File: src/rtl/ysyx_22041071_div_sched_if.sv
// Handshake bundle between EX, the divide sequencer and the shared iterative divider.
interface ysyx_22041071_div_sched_if #(
  parameter int XLEN = 64
);
  logic            flush;
  logic            req_valid;
  logic [1:0]      req_op;
  logic            req_w;
  logic [XLEN-1:0] req_src1;
  logic [XLEN-1:0] req_src2;
  logic            stall;
  logic            resp_valid;
  logic [XLEN-1:0] resp_data;
  logic            div_valid;
  logic            div_signed;
  logic            divw;
  logic [XLEN-1:0] div_dividend;
  logic [XLEN-1:0] div_divisor;
  logic            div_flush;
  logic            div_ready;
  logic            div_out_valid;
  logic [XLEN-1:0] div_quot;
  logic [XLEN-1:0] div_rema;

  modport slave (
    input  flush, req_valid, req_op, req_w, req_src1, req_src2,
           div_ready, div_out_valid, div_quot, div_rema,
    output stall, resp_valid, resp_data,
           div_valid, div_signed, divw, div_dividend, div_divisor, div_flush
  );

  modport master (
    output flush, req_valid, req_op, req_w, req_src1, req_src2,
           div_ready, div_out_valid, div_quot, div_rema,
    input  stall, resp_valid, resp_data,
           div_valid, div_signed, divw, div_dividend, div_divisor, div_flush
  );
endinterface

File: src/rtl/ysyx_22041071_div_sched.sv
// Divide/remainder sequencer: resolves divide-by-zero and signed overflow locally,
// otherwise drives the shared divider and formats its quotient/remainder.
module ysyx_22041071_div_sched #(
  parameter int XLEN = 64
) (
  input logic                       clk,
  input logic                       reset,
  ysyx_22041071_div_sched_if.slave  bus
);

  typedef enum logic [1:0] {S_IDLE, S_BUSY, S_RESP, S_DRAIN} state_e;

  state_e          state_q, state_d;
  logic [XLEN-1:0] dividend_q, dividend_d;
  logic [XLEN-1:0] divisor_q, divisor_d;
  logic [XLEN-1:0] resp_data_q, resp_data_d;
  logic            signed_q, signed_d;
  logic            divw_q, divw_d;
  logic            sel_rem_q, sel_rem_d;
  logic            w_q, w_d;

  logic            div_zero, ovf, special;
  logic [XLEN-1:0] src1_w_sext, special_res;
  logic [XLEN-1:0] div_res, div_res_fmt;

  always_comb begin
    src1_w_sext = {{(XLEN-32){bus.req_src1[31]}}, bus.req_src1[31:0]};
    div_zero    = bus.req_w ? (bus.req_src2[31:0] == '0) : (bus.req_src2 == '0);
    ovf         = ~bus.req_op[0] &
                  (bus.req_w ? ((bus.req_src1[31:0] == 32'h8000_0000) && (bus.req_src2[31:0] == '1))
                             : ((bus.req_src1 == {1'b1, {(XLEN-1){1'b0}}}) && (bus.req_src2 == '1)));
    special     = div_zero | ovf;
    special_res = '0;
    if (div_zero)
      special_res = bus.req_op[1] ? (bus.req_w ? src1_w_sext : bus.req_src1) : '1;
    else if (ovf)
      special_res = bus.req_op[1] ? '0 : (bus.req_w ? src1_w_sext : bus.req_src1);
  end

  always_comb begin
    div_res     = sel_rem_q ? bus.div_rema : bus.div_quot;
    div_res_fmt = w_q ? {{(XLEN-32){div_res[31]}}, div_res[31:0]} : div_res;
  end

  always_comb begin
    state_d     = state_q;
    dividend_d  = dividend_q;
    divisor_d   = divisor_q;
    resp_data_d = resp_data_q;
    signed_d    = signed_q;
    divw_d      = divw_q;
    sel_rem_d   = sel_rem_q;
    w_d         = w_q;
    case (state_q)
      S_IDLE: begin
        if (bus.req_valid && !bus.flush) begin
          if (special) begin
            resp_data_d = special_res;
            state_d     = S_RESP;
          end else if (bus.div_ready) begin
            dividend_d = bus.req_src1;
            divisor_d  = bus.req_src2;
            signed_d   = ~bus.req_op[0];
            divw_d     = bus.req_w;
            sel_rem_d  = bus.req_op[1];
            w_d        = bus.req_w;
            state_d    = S_BUSY;
          end
        end
      end
      S_BUSY: begin
        // A flush coinciding with the done pulse skips DRAIN: the divider is already idling.
        if (bus.flush) begin
          state_d = bus.div_out_valid ? S_IDLE : S_DRAIN;
        end else if (bus.div_out_valid) begin
          resp_data_d = div_res_fmt;
          state_d     = S_RESP;
        end
      end
      S_RESP:  state_d = S_IDLE;
      S_DRAIN: if (bus.div_ready) state_d = S_IDLE;
      default: state_d = S_IDLE;
    endcase
  end

  always_ff @(posedge clk) begin
    if (reset) begin
      state_q     <= S_IDLE;
      dividend_q  <= '0;
      divisor_q   <= '0;
      resp_data_q <= '0;
      signed_q    <= 1'b0;
      divw_q      <= 1'b0;
      sel_rem_q   <= 1'b0;
      w_q         <= 1'b0;
    end else begin
      state_q     <= state_d;
      dividend_q  <= dividend_d;
      divisor_q   <= divisor_d;
      resp_data_q <= resp_data_d;
      signed_q    <= signed_d;
      divw_q      <= divw_d;
      sel_rem_q   <= sel_rem_d;
      w_q         <= w_d;
    end
  end

  assign bus.resp_valid   = (state_q == S_RESP) & ~bus.flush;
  assign bus.resp_data    = resp_data_q;
  assign bus.stall        = bus.req_valid & ~((state_q == S_RESP) & ~bus.flush);
  assign bus.div_valid    = (state_q == S_BUSY) & ~bus.flush;
  assign bus.div_signed   = signed_q;
  assign bus.divw         = divw_q;
  assign bus.div_dividend = dividend_q;
  assign bus.div_divisor  = divisor_q;
  assign bus.div_flush    = bus.flush;

endmodule

File: src/flat_wrapper.sv
// flat-port wrapper written by rule: the top's interface ports become plain ports
module ysyx_22041071_div_sched_flat 
#(
  parameter int XLEN = 64
)
  (clk, reset, bus_flush, bus_req_valid, bus_req_op, bus_req_w, bus_req_src1, bus_req_src2, bus_div_ready, bus_div_out_valid, bus_div_quot, bus_div_rema, bus_stall, bus_resp_valid, bus_resp_data, bus_div_valid, bus_div_signed, bus_divw, bus_div_dividend, bus_div_divisor, bus_div_flush);
  ysyx_22041071_div_sched_if #(.XLEN(XLEN)) bus_i ();
  input logic clk;
  input logic reset;
  input wire logic [$bits(bus_i.flush)-1:0] bus_flush;
  input wire logic [$bits(bus_i.req_valid)-1:0] bus_req_valid;
  input wire logic [$bits(bus_i.req_op)-1:0] bus_req_op;
  input wire logic [$bits(bus_i.req_w)-1:0] bus_req_w;
  input wire logic [$bits(bus_i.req_src1)-1:0] bus_req_src1;
  input wire logic [$bits(bus_i.req_src2)-1:0] bus_req_src2;
  input wire logic [$bits(bus_i.div_ready)-1:0] bus_div_ready;
  input wire logic [$bits(bus_i.div_out_valid)-1:0] bus_div_out_valid;
  input wire logic [$bits(bus_i.div_quot)-1:0] bus_div_quot;
  input wire logic [$bits(bus_i.div_rema)-1:0] bus_div_rema;
  output wire logic [$bits(bus_i.stall)-1:0] bus_stall;
  output wire logic [$bits(bus_i.resp_valid)-1:0] bus_resp_valid;
  output wire logic [$bits(bus_i.resp_data)-1:0] bus_resp_data;
  output wire logic [$bits(bus_i.div_valid)-1:0] bus_div_valid;
  output wire logic [$bits(bus_i.div_signed)-1:0] bus_div_signed;
  output wire logic [$bits(bus_i.divw)-1:0] bus_divw;
  output wire logic [$bits(bus_i.div_dividend)-1:0] bus_div_dividend;
  output wire logic [$bits(bus_i.div_divisor)-1:0] bus_div_divisor;
  output wire logic [$bits(bus_i.div_flush)-1:0] bus_div_flush;
  assign bus_i.flush = bus_flush;
  assign bus_i.req_valid = bus_req_valid;
  assign bus_i.req_op = bus_req_op;
  assign bus_i.req_w = bus_req_w;
  assign bus_i.req_src1 = bus_req_src1;
  assign bus_i.req_src2 = bus_req_src2;
  assign bus_i.div_ready = bus_div_ready;
  assign bus_i.div_out_valid = bus_div_out_valid;
  assign bus_i.div_quot = bus_div_quot;
  assign bus_i.div_rema = bus_div_rema;
  assign bus_stall = bus_i.stall;
  assign bus_resp_valid = bus_i.resp_valid;
  assign bus_resp_data = bus_i.resp_data;
  assign bus_div_valid = bus_i.div_valid;
  assign bus_div_signed = bus_i.div_signed;
  assign bus_divw = bus_i.divw;
  assign bus_div_dividend = bus_i.div_dividend;
  assign bus_div_divisor = bus_i.div_divisor;
  assign bus_div_flush = bus_i.div_flush;
  ysyx_22041071_div_sched #(.XLEN(XLEN)) u_core (.clk(clk), .reset(reset), .bus(bus_i));
endmodule
File: config.mk
export PLATFORM = sky130hd
export DESIGN_NAME = ysyx_22041071_div_sched_flat
export DESIGN_NICKNAME = d
export VERILOG_FILES = /design/src/rtl/ysyx_22041071_div_sched_if.sv /design/src/rtl/ysyx_22041071_div_sched.sv /design/src/flat_wrapper.sv
export SDC_FILE = /design/constraint.sdc
export NUM_CORES = 1
export LEC_CHECK = 0
export CORE_AREA = 4 4 179 181
export CTS_BUF_LIST = sky130_fd_sc_hd__clkbuf_8
export DETAILED_ROUTE_END_ITERATION = 10
export DIE_AREA = 0 0 183 185
export SETUP_SLACK_MARGIN = 0.02
export SLEW_MARGIN = 20
export SYNTH_ARGS = -nofsm -noshare
export SYNTH_HDL_FRONTEND = slang
export SYNTH_SLANG_ARGS = --single-unit
export TNS_END_PERCENT = 30
File: constraint.sdc
create_clock -name clk -period 5.6 [get_ports clk]
set_input_delay 0.56 -clock clk [delete_from_list [all_inputs] [get_ports clk]]
set_output_delay 0.56 -clock clk [all_outputs]
set_load 0.02 [all_outputs]
# --- Word level (Yosys, flattened, before mapping) ---
# Index checks and enable logic that the tools add are counted.
# W data, S select, Z words.
classes:
  n_eq_ne: 14
  muxes: 22
  bitwise: 9
  n_reduce_logical: 11
op_table:
  columns: ["cell", "count"]
  rows:
  - ["$mux W64", 11]
  - ["$eq A64 B64 Y1 const B", 2]
  - ["$pmux W64 S2", 1]
  - ["$eq A32 B32 Y1 const B", 2]
  - ["$logic_not A64 Y1", 1]
  - ["$logic_not A32 Y1", 1]
  - ["$mux W2", 7]
  - ["$pmux W2 S4", 1]
  - ["$reduce_and A4 Y1", 2]
  - ["$ne A2 B2 Y1 const B", 3]
  - ["$reduce_and A5 Y1", 1]
  - ["$and A1 B1 Y1", 4]
  - ["$eq A2 B2 Y1 const B", 2]
  - ["$ne A2 B1 Y1 const B", 2]
  - ["$not A1 Y1", 4]
  - ["$logic_and A1 B1 Y1", 3]
  - ["$ne A3 B2 Y1 const B", 1]
  - ["$ne A3 B3 Y1 const B", 1]
  - ["$eq A2 B1 Y1 const B", 1]
  - ["$logic_not A2 Y1", 1]
  - ["$mux W1", 2]
  - ["$reduce_bool A2 Y1", 1]
  - ["$logic_not A1 Y1", 1]
  - ["$or A1 B1 Y1", 1]
word_totals:
  register_bits: 197
  inputBits: 265
  output_inout_bits: 198
  word_cells: 63

# --- Logic depth before layout (Yosys ltp) ---
# Gate-level depths: netlist of run 1.
depth:
  ltp_word: 9
  ltp_mapped: 10
  mapped_depth_nobuf: 7

# --- Worst setup path before layout of run 1 ---
# OpenSTA, ideal clock, no wires.
synth_path:
  path_kind: "input port to flip-flop"
  startpoint: "input port bus_req_src1[19]"
  endpoint: "register u_core.dividend_q[49] (netlist: u_core.bus.div_dividend[49])"
  setup_ps: 128
  arrival_time_ps: 2423
  required_ps: 5472
  setup_slack_ps: 3050
  path_stages: 10
  n_path_buf: 3
  path_cell_list: "or4_1 > nor4_1 > nand4_1 > o22ai_1 > nor3_1 > buf_6 > buf_6 > buf_6 > mux2i_1 > nor2_1"
synth_via:
  elab_chain_cells: 7
  elab_cells_between_ends: 9
  classes_between: "eq/ne: 2; mux: 1; bitwise: 3; reduce/logical: 3"
synth_lines:
  columns: ["element", "line", "source"]
  rows:
  - ["start, declared", "flat_wrapper.sv:14", "input wire logic [$bits(bus_i.req_src1)-1:0] bus_req_src1;"]
  - ["$eq A64 B64 Y1 or $eq A32 B32 Y1 (tied branches)", "ysyx_22041071_div_sched.sv:31, ysyx_22041071_div_sched.sv:30", null]
  - ["$logic_and A1 B1 Y1 (on tied branches)", "ysyx_22041071_div_sched.sv:31, ysyx_22041071_div_sched.sv:30", null]
  - ["$mux W1 (*)", "ysyx_22041071_div_sched.sv:30", "(bus.req_w ? ((bus.req_src1[31:0] == 32'h8000_0000) && (bus.req_src2[31:0] == '1))"]
  - ["$and A1 B1 Y1 (*)", "ysyx_22041071_div_sched.sv:29", "ovf = ~bus.req_op[0] &"]
  - ["$or A1 B1 Y1 (*)", "ysyx_22041071_div_sched.sv:32", "special = div_zero | ovf;"]
  - ["$not A1 Y1 (no line) (*)", null, null]
  - ["$reduce_and A4 Y1 (no line) (*)", null, null]
  - ["end signal, assigned", "ysyx_22041071_div_sched.sv:98", "dividend_q <= dividend_d;"]
  - ["end, declared", "ysyx_22041071_div_sched.sv:14", "logic [XLEN-1:0] dividend_q, dividend_d;"]
# Every way passes the cells marked *; elsewhere a longest branch is shown, timed or not.
# A chain may end at the register's enable or synchronous reset.

# --- Worst setup path in the final report of run 1 ---
layout_path:
  startpoint: "input port bus_req_src1[33]"
  endpoint: "register u_core.resp_data_q[62] (netlist: u_core.bus.resp_data[62])"
layout_via:
  elab_chain_cells: 9
  elab_cells_between_ends: 12
  classes_between: "eq/ne: 2; mux: 6; bitwise: 2; reduce/logical: 2"
layout_lines:
  columns: ["element", "line", "source"]
  rows:
  - ["$eq A64 B64 Y1 (*)", "ysyx_22041071_div_sched.sv:31", ": ((bus.req_src1 == {1'b1, {(XLEN-1){1'b0}}}) && (bus.req_src2 == '1)));"]
  - ["$logic_and A1 B1 Y1 (*)", "ysyx_22041071_div_sched.sv:31", null]
  - ["$mux W1 (*)", "ysyx_22041071_div_sched.sv:30", null]
  - ["$and A1 B1 Y1 (*)", "ysyx_22041071_div_sched.sv:29", null]
  - ["$mux W64", "ysyx_22041071_div_sched.sv:36", "else if (ovf)"]
  - ["$mux W64", "ysyx_22041071_div_sched.sv:34", "if (div_zero)"]
  - ["$mux W64", "ysyx_22041071_div_sched.sv:57", "if (special) begin"]
  - ["$mux W64", "ysyx_22041071_div_sched.sv:56", "if (bus.req_valid && !bus.flush) begin"]
  - ["$pmux W64 S2", "ysyx_22041071_div_sched.sv:54", "case (state_q)"]
  - ["end signal, assigned", "ysyx_22041071_div_sched.sv:100", "resp_data_q <= resp_data_d;"]
  - ["end, declared", "ysyx_22041071_div_sched.sv:16", "logic [XLEN-1:0] resp_data_q, resp_data_d;"]
# Every way passes the cells marked *; elsewhere a longest branch is shown, timed or not. The select of a mux whose other input is x is not followed.

==> impl_results.md, run 1 <==
- Max-cap violations: 0
- Post-Syn Instances: 996
- Final Instance Count excl. Fillers: 1816
- RSZ-0062 raised after global routing: false
- Switching Share: 29.9%
- Period utilization: 63.6%
- IO Count: 463
- Chip width: 183 um
- First-pass GRT wire length: 57100 um
- Total CTS buffers: 17
- Total grt overflow: 0
- Post-CTS Setup Bufs: 0
- Die Height: 185 um
- Worst Path Required: 5990 ps
- Post-CTS Resized: 0
- Post-DRT Antenna Nets: 0
- Final setup vio count: 0
- Post-synth EDFFs: 0
- Worst reg2reg startpoint: u_core.sel_rem_q
- CP Capture Type: register
- Synth Cell Area: 9470 um^2
- Clk sinks: 197
- Worst skew pair latency: 480 ps
- Max VDD drop: 0.140 mV
- Slowest cell on crit path: o31a_2
- Startpoint Class: input pin
- Layout area overhead: 55.0%
- Antenna violations before repair: 2
- Multi-input logic area: 4990 um^2
- Post-Syn Nets: 1261
- Top cells by area, synth: dfxtp_1, mux2i_1, nor2_1
- Crit path to: u_core.bus.resp_data[62]
- Sw power: 0.000911 W
- Combinational family with the most area after synthesis: multiplexers
- # hold bufs at CTS: 0
- Core Region: 30400 um^2
- Synth unique cells: 42
- P_int: 0.00214 W
- Rows: 64
- Initial Util: 31.1%
- Largest net degree at the start of global routing: 100
- Die area: 33900 um^2
- Worst hold path class: register to register
- Critical Path Source: bus_req_src1[33]
- Final hold violation count: 0
- Slew HR: 26.2%
- Initial DRC count: 434
- HPWL after DPL: 29500 um
- Slowest cell delay on critical path: 690 ps
- R2r endpoint: u_core.bus.resp_data[46]
- Synth Area in Simple Gates: 16.2%
- CP max FO: 42
- Reg area: 3950 um^2
- Placed Cells: 1783
- Vias in the first global route: 9259
- Root buf cell: clkbuf_8
- Vias: 9090
- # nets final: 1671
- Routed length per placed instance: 21.5 um
- Final setup skew: 25.9 ps
- Worst-path clk slew: 120 ps
- Fraction of layout cells with a size suffix above 1: 9.44%
- Post-synthesis async set-or-reset flop share: 0%
- Number of max-slew violations in the final report: 0
- CTS tree: built
- Register bit total from synthesis: 197
- Drt via density: 5.01
- Port bufs: 462
- Worst reg-to-reg path cell count: 6
- Minimum clock period: 3560 ps
- Worst slew pin tran: 1110 ps
- DRT Pass-1 Iters: 5
- Syn Area/Cell: 9.51 um^2
- Synth Area in XOR/XNOR: 0.0925%
- Max Freq: 281 MHz
- WL final: 39100 um
- CTS Buffer Depth: 2
- Setup tns final: 0 ps
- Post-Synth Adder-Cell Area: 0%
- Synth area leader: dfxtp_1
- Fraction of the mapped netlist area in compound gates: 15.1%
- PwrDens: 208 nW/um^2
- Register area share after synthesis: 41.6%
- Pleak: 4.66 nW
- Combinational cell fraction of total power: 19.4%
- Clock share of power: 32.7%
- Kind of critical path: input pin to register
- Outcome: finished, final reports clean
- Ys flop type: dfxtp_1
- Synth warn: 0
- Drt drc: 0
- Worst path arrival time: 3950 ps
- Routability Congestion: 0.833
- CP Cell Sequence: clkdlybuf4s50_1 -> or4b_1 -> nor4_1 -> nand4_1 -> nor4_2 -> o31a_2 -> o21ai_0 -> a311oi_2
- Fillcell total: 2948
- Share of total power in sequential cells: 47.9%
- Yosys top cell area share: 41.6%
- Post-synthesis mux area share: 21.2%
- Internal reg-to-reg setup slack: 3160 ps
- H-tree Lvls: 4
- All-layer global routing usage: 21.8%
==> cell usage after synthesis, types with 2 or more instances <==
| master | n |
|---|---|
| mux2_2 | 41 |
| o32ai_1 | 22 |
| buf_6 | 14 |
| dfxtp_1 | 197 |
| inv_1 | 24 |
| or4_1 | 4 |
| and4_1 | 4 |
| o21ai_0 | 76 |
| buf_1 | 3 |
| a311oi_2 | 40 |
| nand3_1 | 2 |
| clkbuf_1 | 46 |
| nor4b_1 | 2 |
| mux2i_1 | 154 |
| nand2b_1 | 3 |
| a311oi_1 | 2 |
| nor2b_1 | 33 |
| buf_2 | 13 |
| nor2_1 | 177 |
| nor4_1 | 28 |
| buf_4 | 7 |
| o211ai_1 | 22 |
| nor3_1 | 7 |
| nand4_1 | 14 |
| nand2_1 | 35 |
| nand4b_1 | 4 |
| a21oi_1 | 6 |
| or4bb_1 | 2 |
==> layer usage <==
metal	routed length, um	GRT usage, %	vias up
li1	-	-	4412
met1	16900	28.0	4273
met2	18200	35.5	347
met3	2640	5.40	58
met4	1320	7.99	0
met5	0	0	-
==> through the flow <==
step	power [W]	setup slack, ps	utilization, %	area [um^2]	hold WS [ps]
6_report	0.00305	2040	48.2	14700	483
5_1_grt	0.00317	1880	48.2	14700	487
4_1_cts	0.00309	2080	48.2	14700	484
3_5_place_dp	0.00209	1560	46.9	14300	467
3_3_place_gp	0.00208	1630	46.9	14300	464
2_1_floorplan	0.00173	3050	-	9470	551
==> placed cells by master, fill, tap and decap left out, drive strengths merged, types with 3 or more instances in the layout <==
master | netlist | layout
mux2i | 154 | 154
clkinv | 0 | 6
nor4 | 29 | 29
o21ai | 76 | 76
inv | 24 | 32
mux2 | 41 | 41
o211ai | 22 | 22
nand2 | 35 | 35
and4 | 4 | 4
nor3 | 8 | 8
nand4b | 4 | 4
o32ai | 22 | 22
nor2 | 177 | 177
buf | 37 | 13
a21oi | 6 | 6
nand2b | 3 | 3
clkdlybuf4s50 | 0 | 461
or4 | 4 | 4
dfxtp | 197 | 197
clkbuf | 46 | 17
nand4 | 14 | 14
a311oi | 42 | 42
nor2b | 33 | 33
==> registers in the layout, indices dropped and copies added, names as in the netlist <==
signal / flops
u_core.bus.div_dividend: 64
u_core.bus.divw: 1
u_core.sel_rem_q: 1
u_core.bus.resp_data: 64
u_core.bus.div_divisor: 64
u_core.bus.div_signed: 1
u_core.state_q: 2
==> worst max-delay path: cells and delay by family <==
kind	cells	cell delay (ps)
AOI/OAI and AO/OA	3	1280
and+or+nand+nor	4	1520
buffers and inverters	1	550
==> how the worst min path moves through the flow <==
stage	from	depth (start not counted)	to	slack, ps
floorplan	u_core.bus.resp_data[34]	2	u_core.bus.resp_data[34]	550
global placement	u_core.bus.resp_data[44]	2	u_core.bus.resp_data[44]	460
detailed placement	u_core.bus.resp_data[34]	2	u_core.bus.resp_data[34]	470
CTS	u_core.bus.resp_data[34]	2	u_core.bus.resp_data[34]	480
global route	reset	2	u_core.bus.div_dividend[14]	490
finish	u_core.bus.resp_data[40]	2	u_core.bus.resp_data[40]	480
==> kinds of logic (layout without fill, tap and decap cells) <==
group           after synthesis  after routing
other cells                   0              1
compound gates              174            174
flops                       197            197
xor+xnor                      1              1
simple gates                322            322
mux                         195            195
buf+inv                     107            530
==> final cells by class <==
cell class,instances,area share (%)
antenna,1,0.0170
clock buffer,17,1.59
clock inverter,15,1.26
inverter,24,0.614
multi-input combinational,692,34.0
sequential,197,26.9
tap,396,3.38
timing repair buffer,474,32.2
==> power by group through the flow <==
| stage | Combinational, W | Sequential (W) | Clock [W] |
|---|---|---|---|
| finish | 0.000592 | 0.00146 | 0.000998 |
| global route | 0.000630 | 0.00146 | 0.00108 |
| CTS | 0.000598 | 0.00146 | 0.00103 |
| detailed placement | 0.000595 | 0.00149 | 0 |
| global placement | 0.000594 | 0.00149 | 0 |
| floorplan | 0.000190 | 0.00154 | 0 |
Power figures use the tool's default switching activity.
==> run 2: changes to the inputs <==
--- a/config.mk
+++ b/config.mk
@@ -5,10 +5,10 @@
 export SDC_FILE = /design/constraint.sdc
 export NUM_CORES = 1
 export LEC_CHECK = 0
-export CORE_AREA = 4 4 179 181
+export CORE_AREA = 4 4 180 182
 export CTS_BUF_LIST = sky130_fd_sc_hd__clkbuf_8
 export DETAILED_ROUTE_END_ITERATION = 10
-export DIE_AREA = 0 0 183 185
+export DIE_AREA = 0 0 184 186
 export SETUP_SLACK_MARGIN = 0.02
 export SLEW_MARGIN = 20
 export SYNTH_ARGS = -nofsm -noshare
==> constraint.sdc (replaced) <==
create_clock -name clk -period 3.4 [get_ports clk]
set_input_delay 0.34 -clock clk [delete_from_list [all_inputs] [get_ports clk]]
set_output_delay 0.34 -clock clk [all_outputs]
set_load 0.02 [all_outputs]
==> impl_results.md, run 2 (synthesized netlist as in run 1, its figures left out) <==
- CP max FO: 62
- Outcome: finished, final reports clean
- Final Instance Count excl. Fillers: 1852
- Initial Util: 31.0%
- Worst reg-to-reg path cell count: 6
- Worst Path Required: 3790 ps
- Final setup vio count: 0
- Number of max-slew violations in the final report: 0
- Smallest hold slack: 347 ps
- IO Count: 463
- Die area: 34200 um^2
- Vias in the first global route: 9249
- Period utilization: 84.3%
- Port bufs: 462
- Worst reg2reg startpoint: u_core.state_q[1]
- Pleak: 4.84 nW
- Post-CTS Resized: 0
- Drt drc: 0
- Commonest non-fill, non-tap cells in the layout: clkdlybuf4s50_1, dfxtp_1, nor2_1
- Kind of critical path: input pin to register
- First-pass GRT wire length: 56100 um
- Post-CTS Setup Bufs: 0
- CP delay by family, top: simple AND/OR/NAND/NOR gates
- Layout area overhead: 58.0%
- CTS tree: built
- Die Height: 186 um
- Worst path arrival time: 3250 ps
- Worst-path clk slew: 120 ps
- Worst hold path class: input pin to register
- Crit path to: u_core.bus.resp_data[29]
- HPWL after DPL: 29500 um
- Rows: 64
- Routability Congestion: 0.802
- Tot Pwr: 0.00488 W
- Critical Path Source: bus_req_src1[34]
- Final setup skew: 16.8 ps
- Final core utilization: 48.9%
- Commonest non-fill, non-tap cell in the layout: clkdlybuf4s50_1
- Minimum clock period: 2870 ps
- # hold bufs at CTS: 0
- Max Freq: 349 MHz
- Worst skew pair latency: 490 ps
- Antenna violations before repair: 1
- Fillcell total: 2983
- Switching Share: 28.9%
- Internal reg-to-reg setup slack: 1150 ps
- WL final: 38400 um
- Fraction of layout cells with a size suffix above 1: 11.4%
- Placed Cells: 1818
- P_int: 0.00347 W
- Post-DRT Antenna Nets: 0
- Drt via density: 4.91
- Core Region: 30600 um^2
- # nets final: 1706
- CP Cell Sequence: clkdlybuf4s50_1 -> or4b_1 -> nor4_1 -> nand4_1 -> nor3_2 -> o31a_2 -> buf_12 -> nor2_1 -> a311oi_2
- PwrDens: 326 nW/um^2
- WP buf/inv: 2
- Number of cells on the critical path: 9
- Clk sinks: 197
- Clock share of power: 30.3%
- Setup tns final: 0 ps
- Slowest cell on crit path: or4b_1
- Max-cap violations: 0
- H-tree Lvls: 4
- DRT Pass-1 Iters: 4
- Total grt overflow: 0
- Slowest cell delay on critical path: 530 ps
- Total CTS buffers: 17
- CP Capture Type: register
- Initial DRC count: 522
- R2r endpoint: u_core.bus.div_dividend[26]
- Combinational cell fraction of total power: 20.3%
- Vias: 9093
- Slew HR: 48.1%
- Largest net degree at the start of global routing: 86
- Sw power: 0.00141 W
- Final hold violation count: 0
- Routed length per placed instance: 20.7 um
- Startpoint Class: input pin
- Max VDD drop: 0.205 mV
- Worst slew pin tran: 778 ps
- Chip width: 184 um
- Root buf cell: clkbuf_8
- RSZ-0062 raised after global routing: false
- All-layer global routing usage: 21.2%
- Share of total power in sequential cells: 49.4%
- CTS Buffer Depth: 2
## run 2: cell count changes in the layout (fill, tap and decap cells not counted), moves of 2 or more
cell / before / now
buf_4: 11 / 39
buf_12: 1 / 8
clkinv_8: 4 / 0
inv_6: 2 / 6
inv_8: 4 / 0
clkbuf_8: 17 / 19
inv_1: 25 / 27
## run 2: how the worst min path moves through the flow
stage                     slack (ps)                         end                startpoint  depth (start not counted)
final                            350  u_core.bus.div_dividend[1]                     reset                          2
after global routing             340  u_core.bus.div_dividend[1]                     reset                          2
after CTS                        330  u_core.bus.div_dividend[1]                     reset                          2
after detailed placement         470    u_core.bus.resp_data[35]  u_core.bus.resp_data[35]                          2
after global placement           460    u_core.bus.resp_data[35]  u_core.bus.resp_data[35]                          2
after floorplan                  440       u_core.bus.div_signed             bus_req_op[0]                          1
## run 2: per-layer routing
metal / part of all wire, % / global-route usage, % / up-vias / wire length, um
li1: - / - / 4476 / -
met1: 43 / 27.3 / 4290 / 16500
met2: 49 / 35.6 / 305 / 18700
met3: 7.1 / 5.98 / 22 / 2750
met4: 1.2 / 4.64 / 0 / 459
met5: 0 / 0 / - / 0
## run 2: cell type report
| class | count | area [um^2] | share of cell area [%] |
|---|---|---|---|
| clock inverters | 13 | 95.1 | 0.635 |
| repair buffers | 509 | 5080 | 33.9 |
| multi-input cells | 692 | 4990 | 33.4 |
| flip-flops and latches | 197 | 3950 | 26.4 |
| well taps | 396 | 495 | 3.31 |
| diodes | 2 | 5.00 | 0.0334 |
| clock buffers | 19 | 262 | 1.75 |
| inverters | 24 | 90.1 | 0.602 |
## run 2: through the flow
stage	instance area (um^2)	setup slack [ps]
floorplan	9470	1070
global placement	14600	50.7
detailed placement	14600	12.7
CTS	15000	511
global route	15000	334
finish	15000	534
## run 2: power groups by stage
stage          Clock [W]  Sequential (W)  Combinational (W)
2_1_floorplan          0         0.00253           0.000313
3_3_place_gp           0         0.00246           0.000993
3_5_place_dp           0         0.00246           0.000996
4_1_cts          0.00152         0.00241           0.000999
5_1_grt          0.00161         0.00242            0.00105
6_report         0.00148         0.00241           0.000990
